`config.mk`:
```
export PLATFORM = sky130hd
export DESIGN_NAME = xbus_arbiter
export DESIGN_NICKNAME = d
export VERILOG_FILES = /design/src/rtl/xbus_arbiter.sv
export SDC_FILE = /design/constraint.sdc
export NUM_CORES = 1
export LEC_CHECK = 0
export ABC_AREA = 1
export CAP_MARGIN = 5
export CORE_MARGIN = 10
export CORE_UTILIZATION = 50
export DETAILED_ROUTE_END_ITERATION = 8
export GPL_TIMING_DRIVEN = 0
export PLACE_DENSITY = 0.85
export SLEW_MARGIN = 5
export SYNTH_ARGS = -nofsm -noshare
export SYNTH_HDL_FRONTEND = slang
export SYNTH_SLANG_ARGS = --single-unit
export TNS_END_PERCENT = 5
```
`constraint.sdc`:
```
create_clock -name CLK -period 1.4 [get_ports CLK]
set_input_delay 0.21 -clock CLK [delete_from_list [all_inputs] [get_ports CLK]]
set_output_delay 0.21 -clock CLK [all_outputs]
set_load 0.005 [all_outputs]
```
`src/rtl/xbus_arbiter.sv`:
```
// Round-robin CPU/DMA arbiter for the shared memory bus cycle: one owner at a time,
// a dead cycle between owners, and a watchdog that forces release of a stuck cycle.
module xbus_arbiter #(
   parameter int TIMEOUT = 255,
   parameter int CNT_W   = 8
) (
   input  logic CLK,
   input  logic RESET,
   input  logic REQ_CPU,
   input  logic REQ_DMA,
   input  logic DONE,
   input  logic ERR_CLR,
   output logic GNT_CPU,
   output logic GNT_DMA,
   output logic BUSY,
   output logic TIMEOUT_ERR,
   output logic ERR,
   output logic ERR_OWNER
);

   typedef enum logic [1:0] {
      S_IDLE  = 2'd0,
      S_GRANT = 2'd1,
      S_DEAD  = 2'd2
   } state_t;

   localparam logic OWN_CPU = 1'b0;
   localparam logic OWN_DMA = 1'b1;
   localparam logic [CNT_W-1:0] WD_LAST = CNT_W'(TIMEOUT - 1);

   state_t           state_q, state_d;
   logic             owner_q, owner_d;
   logic             ptr_q, ptr_d;
   logic [CNT_W-1:0] wdog_q, wdog_d;
   logic             gnt_cpu_q, gnt_cpu_d;
   logic             gnt_dma_q, gnt_dma_d;
   logic             busy_q, busy_d;
   logic             tmo_q, tmo_d;
   logic             err_q, err_d;
   logic             err_owner_q, err_owner_d;

   logic any_req;
   logic winner;
   logic owner_req;
   logic expired;

   assign any_req   = REQ_CPU | REQ_DMA;
   // Contention is settled by the pointer; a sole requester simply wins.
   assign winner    = (REQ_CPU & REQ_DMA) ? ptr_q : REQ_DMA;
   assign owner_req = (owner_q == OWN_DMA) ? REQ_DMA : REQ_CPU;
   // DONE on the last allowed beat is a normal completion, not a timeout.
   assign expired   = (wdog_q == WD_LAST) && !DONE;

   // NOTE: every always_comb output gets a default first so no path leaves it unassigned (no latch).
   always_comb begin
      state_d     = state_q;
      owner_d     = owner_q;
      ptr_d       = ptr_q;
      wdog_d      = '0;
      tmo_d       = 1'b0;
      err_owner_d = err_owner_q;
      err_d       = ERR_CLR ? 1'b0 : err_q;

      unique case (state_q)
         S_IDLE, S_DEAD: begin
            if (any_req) begin
               state_d = S_GRANT;
               owner_d = winner;
               ptr_d   = ~winner;
            end else begin
               state_d = S_IDLE;
            end
         end
         S_GRANT: begin
            if (DONE || !owner_req || expired) begin
               state_d = S_DEAD;
               if (expired) begin
                  tmo_d       = 1'b1;
                  err_d       = 1'b1;
                  err_owner_d = owner_q;
               end
            end else begin
               wdog_d = (wdog_q == WD_LAST) ? wdog_q : wdog_q + CNT_W'(1);
            end
         end
         default: state_d = S_IDLE;
      endcase

      gnt_cpu_d = (state_d == S_GRANT) && (owner_d == OWN_CPU);
      gnt_dma_d = (state_d == S_GRANT) && (owner_d == OWN_DMA);
      busy_d    = (state_d != S_IDLE);
   end

   // NOTE: sequential state uses non-blocking assignments so every flop samples pre-edge values.
   always_ff @(posedge CLK) begin
      if (RESET) begin
         state_q     <= S_IDLE;
         owner_q     <= OWN_CPU;
         ptr_q       <= OWN_CPU;
         wdog_q      <= '0;
         gnt_cpu_q   <= 1'b0;
         gnt_dma_q   <= 1'b0;
         busy_q      <= 1'b0;
         tmo_q       <= 1'b0;
         err_q       <= 1'b0;
         err_owner_q <= 1'b0;
      end else begin
         state_q     <= state_d;
         owner_q     <= owner_d;
         ptr_q       <= ptr_d;
         wdog_q      <= wdog_d;
         gnt_cpu_q   <= gnt_cpu_d;
         gnt_dma_q   <= gnt_dma_d;
         busy_q      <= busy_d;
         tmo_q       <= tmo_d;
         err_q       <= err_d;
         err_owner_q <= err_owner_d;
      end
   end

   assign GNT_CPU     = gnt_cpu_q;
   assign GNT_DMA     = gnt_dma_q;
   assign BUSY        = busy_q;
   assign TIMEOUT_ERR = tmo_q;
   assign ERR         = err_q;
   assign ERR_OWNER   = err_owner_q;

endmodule

```
==> metrics.md, run 1 <==
| Metric | Value |
|---|---|
| Non-Filler Instances | 135 |
| Initial antenna violation count | 0 |
| PwrDens | 1010 nW/um^2 |
| Largest net degree at the start of global routing | 11 |
| Die height | 59.5 um |
| Final ANT Viol Nets | 0 |
| Io pins | 12 |
| Syn nets | 112 |
| Clock skew | 0.00567 ns |
| DRC errors left | 0 |
| Worst hold path class | reg -> reg |
| Endpoints failing setup | 0 |
| First-pass GRT wire length | 2.73 mm |
| Min Hold Slack | 0.453 ns |
| Latest clock arrival within the worst-skew pair | about 0.31 ns |
| Max Cap Violations | 0 |
| Status | finished clean |
| Initial DRT Pass Iterations | 4 |
| Hold Fails Final Rpt | 0 |
| Fin. max-slew vios | 0 |
| Max clock buf depth | 2 |
| Vias in the first global route | 634 |
| Vias per inst | 5.19 |
| Worst path required time | ~1.2 ns |
| Dominant cell type by area after synthesis | dfxtp_1 |
| Gpl congestion | 0.780 |
| Drt wl/cell | 12.7 um |
| Synthesized area per cell | ~7.5 um^2 |
| Post-synth EDFFs | 0 |
| Post-DP HPWL | 1.23 mm |
| Slew headroom | 0.812 |
| H-tree depth | 1 |
| Clock-pin slew on the worst setup and hold paths | 0.11 ns |
| Setup TNS | 0 ns |
| Routed via count | 700 |
| Gr ovfl total | 0 |
| Total global routing track utilization | 0.102 |
| Most frequent cells after synthesis | nor2_1, dfxtp_1, nand2_1 |
| RSZ-0062 raised after global routing | true |
| Final Critical Period | 1.38 ns |
| Mapped Cells | 104 |
| Drt total wl | 1.72 mm |
| Worst-path fanout max | 1 |
| Synth area leaders | dfxtp_1, nor2_1, nand2_1 |
| Top-count cell post-synth | nor2_1 |
| Slowest cell on the critical path | clkdlybuf4s50_1 |
| Ys flop type | dfxtp_1 |
| CP Capture Type | output pin |
| Starting Density | 0.523 |
| Leakage Power | 0.442 nW |
| CP arrival | approximately 1.2 ns |
| Top-area cell type share of the netlist area | 0.463 |
| Nets | between 100 and 150 |
| Max rail drop VDD | 0.000737 V |
| Clock sink count | 18 |
| Area grow syn2layout | 22.5% |
| Starting DRT DRC Count | 13 |
| Fmax | 725 MHz |
| Final Power | 962 uW |
| Clock root cell | clkbuf_4 |
| Core box area | around 1500 um^2 |
| Top delay family on crit path | buffers and inverters |
| Distinct cells, synth | 17 |
| Ys async rst share | 0 |
| # placed instances | 131 |
| CTS Buf Count | 3 |
| CTS Hold Bufs | 0 |
| WS Path Type | reg -> out |
| Post-CTS setup buffer count | 0 |
| CTS tree | built |
| Critical Path, Cell by Cell | clkdlybuf4s50_1 |
| Die width | 59.5 um |
| Inserted Diodes | 0 |
| Worst Path Buf+Inv | 1 |
| Synth warn | 0 |
| #FFs+latches synth | 18 |
| Post-synthesis sequential area ratio | 0.463 |
| Die area | 3530 um^2 |
| Fin crit share | 0.986 |
| Mapped Area | 778 um^2 |
| Crit path largest cell delay | 0.50 ns |
| Row cnt | 14 |
| Share of cells above drive strength 1 | 0.118 |
| Port bufs | 11 |
| Crit start category | flip-flop |
| Measured slew at the worst slew-check pin | 0.280 ns |
[where the power goes]
group	total, mW	internal, mW	switching [mW]
clock network	0.334	0.159	0.175
logic	0.0875	0.0426	0.0449
registers	0.540	0.531	0.00896
total	0.962	0.733	0.229
[per-stage QoR]
stage,setup slack [ns],area [um^2],util
finish,0.0201,953,0.640
global route,-0.0425,953,0.640
CTS,0.0144,947,0.636
detailed placement,-0.0325,908,0.610
global placement,0.0187,908,0.610
floorplan,0.135,778,-
[routing by layer]
metal / vias up / share of wire / global-route usage
met5: - / 0 / 0
met2: 13 / 0.51 / 0.163
met3: 5 / 0.060 / 0.0472
li1: 356 / - / -
met4: 0 / 0.026 / 0.0689
met1: 326 / 0.40 / 0.103
[kinds of logic (layout without fill, tap and decap cells)]
family | Yosys count | in the layout | share of synthesized area
compound gates | 12 | 12 | 0.0804
xor+xnor | 2 | 2 | 0.0225
fa+ha+maj | 2 | 2 | 0.0321
buf+inv | 17 | 32 | 0.0916
flops | 18 | 18 | 0.463
simple gates | 53 | 53 | 0.310
[area by class of cell]
type	instances	area [um^2]
fillers	116	536
flip-flops and latches	18	364
multi-input cells	69	349
repair buffers	11	113
inverters	16	60.1
clock buffers	4	36.3
well taps	16	20.0
plain buffers	1	11.3
[flip-flops by register name, summed over array words and instances, names as in the netlist]
register / cells
BUSY: 1
ERR: 1
ERR_OWNER: 1
GNT_CPU: 1
GNT_DMA: 1
TIMEOUT_ERR: 1
owner_q: 1
ptr_q: 1
state_q: 2
wdog_q: 8
[placed cells by master, fill, tap and decap left out, types with 2 or more instances in the layout]
cell type / count
nand4_1: 2
nor2_1: 18
nand3_1: 8
dfxtp_2: 3
ha_1: 2
inv_1: 16
dfxtp_1: 15
o21ai_0: 3
nand2_2: 2
clkbuf_4: 3
a21oi_1: 8
clkdlybuf4s50_1: 10
xnor2_1: 2
nand2_1: 18
[path summary, 6_finish.rpt]
path	to	from	slack [ns]	cells after the start
max reg2reg	GNT_CPU$_SDFF_PP0_	wdog_q[0]$_SDFFE_PP0P_	0.04	8
min	wdog_q[0]$_SDFFE_PP0P_	wdog_q[0]$_SDFFE_PP0P_	0.45	1
max	BUSY	BUSY$_SDFF_PP0_	0.02	1
min reg2reg	wdog_q[0]$_SDFFE_PP0P_	wdog_q[0]$_SDFFE_PP0P_	0.45	1
[repair_timing]
item	in CTS	in global routing
gates cloned	0	0
setup endpoints to repair	10	12
hold endpoints to repair	0	0
gates resized for setup	1	4
Power figures use the tool's default switching activity.
==> run 2, diff against run 1 <==
--- a/config.mk
+++ b/config.mk
@@ -12,6 +12,7 @@
 export DETAILED_ROUTE_END_ITERATION = 8
 export GPL_TIMING_DRIVEN = 0
 export PLACE_DENSITY = 0.85
+export RECOVER_POWER = 25
 export SLEW_MARGIN = 5
 export SYNTH_ARGS = -nofsm -noshare
 export SYNTH_HDL_FRONTEND = slang
==> run 2 against run 1 <==
Combinational power is 0.7% lower. Die area stayed put. Sequential share of layout area increased by 0.10 points. Routed wire length unchanged. Clock skew is essentially flat. Count of clock-buffer cells in the layout did not move. Hold slack unchanged. Flip-flop and latch count unchanged. Critical endpoint unchanged. Largest cell class unchanged.
==> metrics.md, run 2 (synthesis gave the netlist of run 1 again) <==
| Metric | Value |
|---|---|
| Fin. max-slew vios | 0 (unchanged) |
| Row cnt | 14 (unchanged) |
| Latest clock arrival within the worst-skew pair | 0.31 ns (about the same) |
| Fillcell total | 115 (was 116) |
| Initial antenna violation count | 0 (unchanged) |
| Port bufs | 11 (unchanged) |
| Post-CTS setup buffer count | 0 (unchanged) |
| Largest net degree at the start of global routing | 11 (unchanged) |
| Final WS setup | 0.0200 ns (was 0.0201 ns) |
| Vias in the first global route | 634 (unchanged) |
| Leakage Power | 0.423 nW (was 0.442 nW) |
| CP Capture Type | output pin (unchanged) |
| Slowest cell on the critical path | clkdlybuf4s50_1 (unchanged) |
| Min Hold Slack | 0.453 ns (unchanged) |
| Gpl congestion | 0.780 (unchanged) |
| Fin crit share | 0.986 (about the same) |
| Hold Startpoint | wdog_q[0]$_SDFFE_PP0P_ (unchanged) |
| Clock skew | 0.00572 ns (was 0.00567 ns) |
| Worst-path fanout max | 1 (unchanged) |
| Slew headroom | 0.812 (unchanged) |
| Io pins | 12 (unchanged) |
| Nets | 128 (unchanged) |
| Clock-pin slew on the worst setup and hold paths | 0.11 ns (about the same) |
| PwrDens | 1010 nW/um^2 (about the same) |
| Gr ovfl total | 0 (unchanged) |
| Internal power | 732 uW (was 733 uW) |
| DRC errors left | 0 (unchanged) |
| Drt total wl | 1.72 mm (unchanged) |
| CTS Hold Bufs | 0 (unchanged) |
| Worst Path Buf+Inv | 1 (unchanged) |
| Critical Path, Cell by Cell | clkdlybuf4s50_1 (unchanged) |
| Status | finished clean (unchanged) |
| Initial DRT Pass Iterations | 4 (unchanged) |
| Net Sw Frac | 0.238 (about the same) |
| Seq pwr share | 0.562 (was 0.561) |
| Clock root cell | clkbuf_4 (unchanged) |
| Drt wl/cell | 12.7 um (unchanged) |
| Vias per inst | 5.19 (unchanged) |
| Routed via count | 700 (unchanged) |
| First-pass GRT wire length | 2.73 mm (unchanged) |
| Max rail drop VDD | 0.000736 V (was 0.000737 V) |
| Max clock buf depth | 2 (unchanged) |
| Top Registers | wdog_q (8), state_q (2) (unchanged) |
| CTS tree | built (unchanged) |
| Worst hold path class | reg -> reg (unchanged) |
| Post-DP HPWL | 1.23 mm (unchanged) |
| Final ANT Viol Nets | 0 (unchanged) |
| Core box area | 1490 um^2 (unchanged) |
| CP arrival | 1.17 ns (about the same) |
| Die height | 59.5 um (unchanged) |
| Fmax | 725 MHz (about the same) |
| Psw | 229 uW (about the same) |
| Total global routing track utilization | 0.102 (unchanged) |
| Starting Density | 0.523 (unchanged) |
| Measured slew at the worst slew-check pin | 0.280 ns (unchanged) |
| Largest register FFs | 8 (unchanged) |
| Clock power frac | 0.348 (about the same) |
| Inserted Diodes | 0 (unchanged) |
| Crit start category | flip-flop (unchanged) |
| Reg2reg setup slack | 0.04 ns (about the same) |
| Max Cap Violations | 0 (unchanged) |
| Area grow syn2layout | 22.2% (was 22.5%) |
| Starting DRT DRC Count | 15 (was 13) |
| Crit path largest cell delay | 0.50 ns (about the same) |
| Endpoints failing setup | 0 (unchanged) |
| Worst path required time | 1.19 ns (about the same) |
| Die width | 59.5 um (unchanged) |
| Biggest register | wdog_q (unchanged) |
| CP startpoint | BUSY$_SDFF_PP0_ (unchanged) |
| Resized cells post-CTS | 1 (unchanged) |
| CTS Buf Count | 3 (unchanged) |
| Most frequent cells in the layout | nor2_1, nand2_1, inv_1 (unchanged) |
| Final Critical Period | 1.38 ns (about the same) |
| Hold Fails Final Rpt | 0 (unchanged) |
| WS Path Type | reg -> out (unchanged) |
| Clock sink count | 18 (unchanged) |
| Share of cells above drive strength 1 | 0.118 (unchanged) |
| H-tree depth | 1 (unchanged) |
| Top delay family on crit path | buffers and inverters (unchanged) |
| RSZ-0062 raised after global routing | true (unchanged) |
| R2R Path Start | wdog_q[0]$_SDFFE_PP0P_ (unchanged) |
| Combinational power share | 0.090 (was 0.091) |
| Die area | 3530 um^2 (unchanged) |
| Pre-CTS setup slack | -0.0325 ns (unchanged) |
run 2: changes by cell type in the layout (fill, tap and decap cells not counted):
| cell | previous run | this run |
|---|---|---|
| dlygate4sd3_1 | 0 | 1 |
| dlymetal6s2s_1 | 1 | 0 |
| clkdlybuf4s50_1 | 10 | 9 |
| clkdlybuf4s25_1 | 0 | 1 |
run 2: final timing paths:
kind	endpoint	depth (start not counted)
setup / recovery	BUSY	1
hold / removal	wdog_q[0]$_SDFFE_PP0P_	1
setup reg to reg	GNT_CPU$_SDFF_PP0_	8
hold reg to reg	wdog_q[0]$_SDFFE_PP0P_	1
run 2: per-stage QoR:
stage	utilization	TNS, ns	total power, mW	area (um^2)	std cells
floorplan	-	0	0.592	778	104
global placement	0.610	0	0.632	908	131
detailed placement	0.610	-0.0697	0.637	908	131
CTS	0.636	0	0.959	947	135
global route	0.639	-0.139	0.991	951	135
finish	0.639	0	0.961	951	135
run 2: power by group through the flow:
stage                     registers, mW  clock network, mW  logic (mW)
after detailed placement          0.551                  0      0.0859
final                             0.540              0.334      0.0869
after global placement            0.550                  0      0.0821
after floorplan                   0.550                  0      0.0419
after global routing              0.542              0.353      0.0961
after CTS                         0.539              0.333      0.0868
run 2: per-layer routing:
| layer | track usage | up-vias | part of all wire |
|---|---|---|---|
| li1 | - | 356 | - |
| met1 | 0.103 | 326 | 0.40 |
| met2 | 0.163 | 13 | 0.51 |
| met3 | 0.0472 | 5 | 0.060 |
| met4 | 0.0689 | 0 | 0.026 |
| met5 | 0 | - | 0 |
run 2: cell type report:
type	instances	area (um^2)	area share
plain buffers	1	11.3	0.0118
clock buffers	4	36.3	0.0382
inverters	16	60.1	0.0632
multi-input cells	69	349	0.367
flip-flops and latches	18	364	0.383
well taps	16	20.0	0.0211
repair buffers	11	110	0.116
==> run 3, diff against run 2 <==
--- a/config.mk
+++ b/config.mk
@@ -8,10 +8,11 @@
 export ABC_AREA = 1
 export CAP_MARGIN = 5
 export CORE_MARGIN = 10
-export CORE_UTILIZATION = 50
+export CORE_UTILIZATION = 54
 export DETAILED_ROUTE_END_ITERATION = 8
 export GPL_TIMING_DRIVEN = 0
-export PLACE_DENSITY = 0.85
+export MAX_ROUTING_LAYER = met4
+export PLACE_DENSITY = 0.9
 export RECOVER_POWER = 25
 export SLEW_MARGIN = 5
 export SYNTH_ARGS = -nofsm -noshare
==> constraint.sdc (replaced) <==
create_clock -name CLK -period 1.68 [get_ports CLK]
set_input_delay 0.252 -clock CLK [delete_from_list [all_inputs] [get_ports CLK]]
set_output_delay 0.252 -clock CLK [all_outputs]
set_load 0.005 [all_outputs]
==> run 3 against run 2 <==
Die area decreased by 4.9%. Highest routed layer unchanged. Final cell count is 0.74% lower. Critical path type is now reg -> reg. Global-route usage is 1.4 points higher.
==> metrics.md, run 3 (synthesis gave the netlist of run 1 again) <==
| Metric | Value |
|---|---|
| Commonest non-fill, non-tap cell in the layout | nor2_1 |
| Fin. max-slew vios | 0 (unchanged) |
| Crit path largest cell delay | 0.43 ns (was 0.50 ns) |
| Starting DRT DRC Count | 35 (was 15) |
| DRC errors left | 0 (unchanged) |
| Final Power | 791 uW (was 961 uW) |
| Max rail drop VDD | 0.000541 V (was 0.000736 V) |
| Largest net degree at the start of global routing | 11 (unchanged) |
| Die height | 58.0 um (was 59.5 um) |
| Clock root cell | clkbuf_4 (unchanged) |
| Clock-pin slew on the worst setup and hold paths | 0.11 ns (about the same) |
| Reg2reg setup slack | 0.23 ns (was 0.04 ns) |
| Vias in the first global route | 790 (was 634) |
| Hold Fails Final Rpt | 0 (unchanged) |
| Most frequent cells in the layout | nor2_1, dfxtp_1, nand2_1 (was nor2_1, nand2_1, inv_1) |
| Slew headroom | 0.792 (was 0.812) |
| Worst hold path class | reg -> reg (unchanged) |
| Fmax | around 690 MHz |
| Biggest register | wdog_q (unchanged) |
| Gr ovfl total | 0 (unchanged) |
| CP arrival | 1.63 ns (was 1.17 ns) |
| Vias per inst | 5.25 (was 5.19) |
| Final Critical Period | approximately 1.5 ns |
| Net Sw Frac | 0.231 (was 0.238) |
| Share of cells above drive strength 1 | 0.0840 (was 0.118) |
| Nets | 128 (unchanged) |
| CTS Buf Count | 3 (unchanged) |
| CTS Hold Bufs | 0 (unchanged) |
| Clock power frac | 0.341 (was 0.348) |
| Combinational power share | 0.089 (was 0.090) |
| Psw | 183 uW (was 229 uW) |
| Dpl cell area | 907 um^2 (was 908 um^2) |
| WS Path Type | reg -> reg (was reg -> out) |
| Port bufs | 11 (unchanged) |
| Inserted Diodes | 0 (unchanged) |
| Fin crit share | 0.864 |
| Pre-CTS setup slack | 0.237 ns (was -0.0325 ns) |
| Status | finished clean (unchanged) |
| Post-CTS setup buffer count | 0 (unchanged) |
| Measured slew at the worst slew-check pin | 0.311 ns (was 0.280 ns) |
| Clock skew | 0.00325 ns (was 0.00572 ns) |
| Drt total wl | 1.77 mm (was 1.72 mm) |
| Final WS setup | 0.228 ns (was 0.0200 ns) |
| Core box area | 1330 um^2 (was 1490 um^2) |
| CP Capture Type | flip-flop (was output pin) |
| Routed via count | 703 (was 700) |
| Row cnt | 13 (was 14) |
| Post-DP HPWL | 1.39 mm (was 1.23 mm) |
| Setup TNS | 0 ns (unchanged) |
| Min Hold Slack | 0.476 ns (was 0.453 ns) |
| Max clock buf depth | 2 (unchanged) |
| Worst-path fanout max | 10 (was 1) |
| Die width | 58.0 um (was 59.5 um) |
| Worst path required time | 1.86 ns (was 1.19 ns) |
| Resized cells post-CTS | 0 (was 1) |
| Initial antenna violation count | 0 (unchanged) |
| Drt wl/cell | 13.2 um (was 12.7 um) |
| Top Registers | wdog_q (8), state_q (2) (unchanged) |
| First-pass GRT wire length | 3.14 mm (was 2.73 mm) |
| RSZ-0062 raised after global routing | false (was true) |
| Total global routing track utilization | 0.116 (was 0.102) |
| Starting Density | 0.583 (was 0.523) |
| Die area | 3360 um^2 (was 3530 um^2) |
| Max Cap Violations | 0 (unchanged) |
| Critical Path, Cell by Cell | ha_1, nand2_1, nor2_1, nand2_4, nand3_2, buf_6, a21oi_1 (was clkdlybuf4s50_1) |
| CTS tree | built (unchanged) |
| H-tree depth | 1 (unchanged) |
| PwrDens | 838 nW/um^2 (was 1010 nW/um^2) |
| Gpl congestion | 0.873 (was 0.780) |
| Slowest cell on the critical path | dfxtp_1 (was clkdlybuf4s50_1) |
| Clock sink count | 18 (unchanged) |
| Final ANT Viol Nets | 0 (unchanged) |
| Endpoints failing setup | 0 (unchanged) |
| Crit start category | flip-flop (unchanged) |
| Initial DRT Pass Iterations | 4 (unchanged) |
| Io pins | 12 (unchanged) |
| Latest clock arrival within the worst-skew pair | 0.29 ns (was 0.31 ns) |
| Internal power | 608 uW (was 732 uW) |
| Largest register FFs | 8 (unchanged) |
| Leakage Power | 0.428 nW (was 0.423 nW) |
| Seq pwr share | 0.570 (was 0.562) |
| Area grow syn2layout | 21.2% (was 22.2%) |
| Design Area, Final | 943 um^2 (was 951 um^2) |
## run 3: cell count changes in the layout (fill, tap and decap cells not counted)
cell and delta:
dlygate4sd3_1 +2, nor2_1 +1, dfxtp_1 +3, clkdlybuf4s50_1 -1, clkdlybuf4s25_1 -1, nor2_2 -1, dfxtp_2 -3
## run 3: power by group through the flow
| stage | registers (mW) | clock network (mW) | logic [mW] |
|---|---|---|---|
| 3_5_place_dp | 0.460 | 0 | 0.0716 |
| 5_1_grt | 0.452 | 0.291 | 0.0815 |
| 6_report | 0.451 | 0.270 | 0.0703 |
| 3_3_place_gp | 0.458 | 0 | 0.0685 |
| 2_1_floorplan | 0.458 | 0 | 0.0350 |
| 4_1_cts | 0.450 | 0.270 | 0.0725 |
## run 3: critical path: cells and delay by family, from the launching register on
kind,cells,cell delay (ns)
buf+inv,1,0.14
compound gates,1,0.07
fa+ha+maj,1,0.17
flops,1,0.43
simple gates,4,0.54
## run 3: final timing paths
path                     startpoint  cells past startpoint            endpoint
max          wdog_q[1]$_SDFFE_PP0P_                      7  GNT_CPU$_SDFF_PP0_
min                  ERR$_SDFF_PP0_                      2      ERR$_SDFF_PP0_
max reg2reg  wdog_q[1]$_SDFFE_PP0P_                      7  GNT_CPU$_SDFF_PP0_
min reg2reg          ERR$_SDFF_PP0_                      2      ERR$_SDFF_PP0_
## run 3: cell type report
cell class                      count  area, um^2
Tap cell                           15        18.8
Timing Repair Buffer               11         110
Multi-Input combinational cell     69         347
Clock buffer                        4        36.3
Fill cell                         106         390
Sequential cell                    18         360
Buffer                              1        11.3
Inverter                           16        60.1
## run 3: per-layer routing
metal,vias to the layer above,wire length [um],global-route usage,part of all wire
met1,324,723,0.115,0.41
met2,22,935,0.202,0.53
met5,-,0,-,0
met3,4,77,0.0370,0.044
li1,353,-,-,-
met4,0,31,0.0537,0.018
## run 3: stage by stage
stage                      util  cells
final                     0.707    134
after global routing      0.707    134
after CTS                 0.707    134
after detailed placement  0.680    130
after global placement    0.680    130
after floorplan               -    104
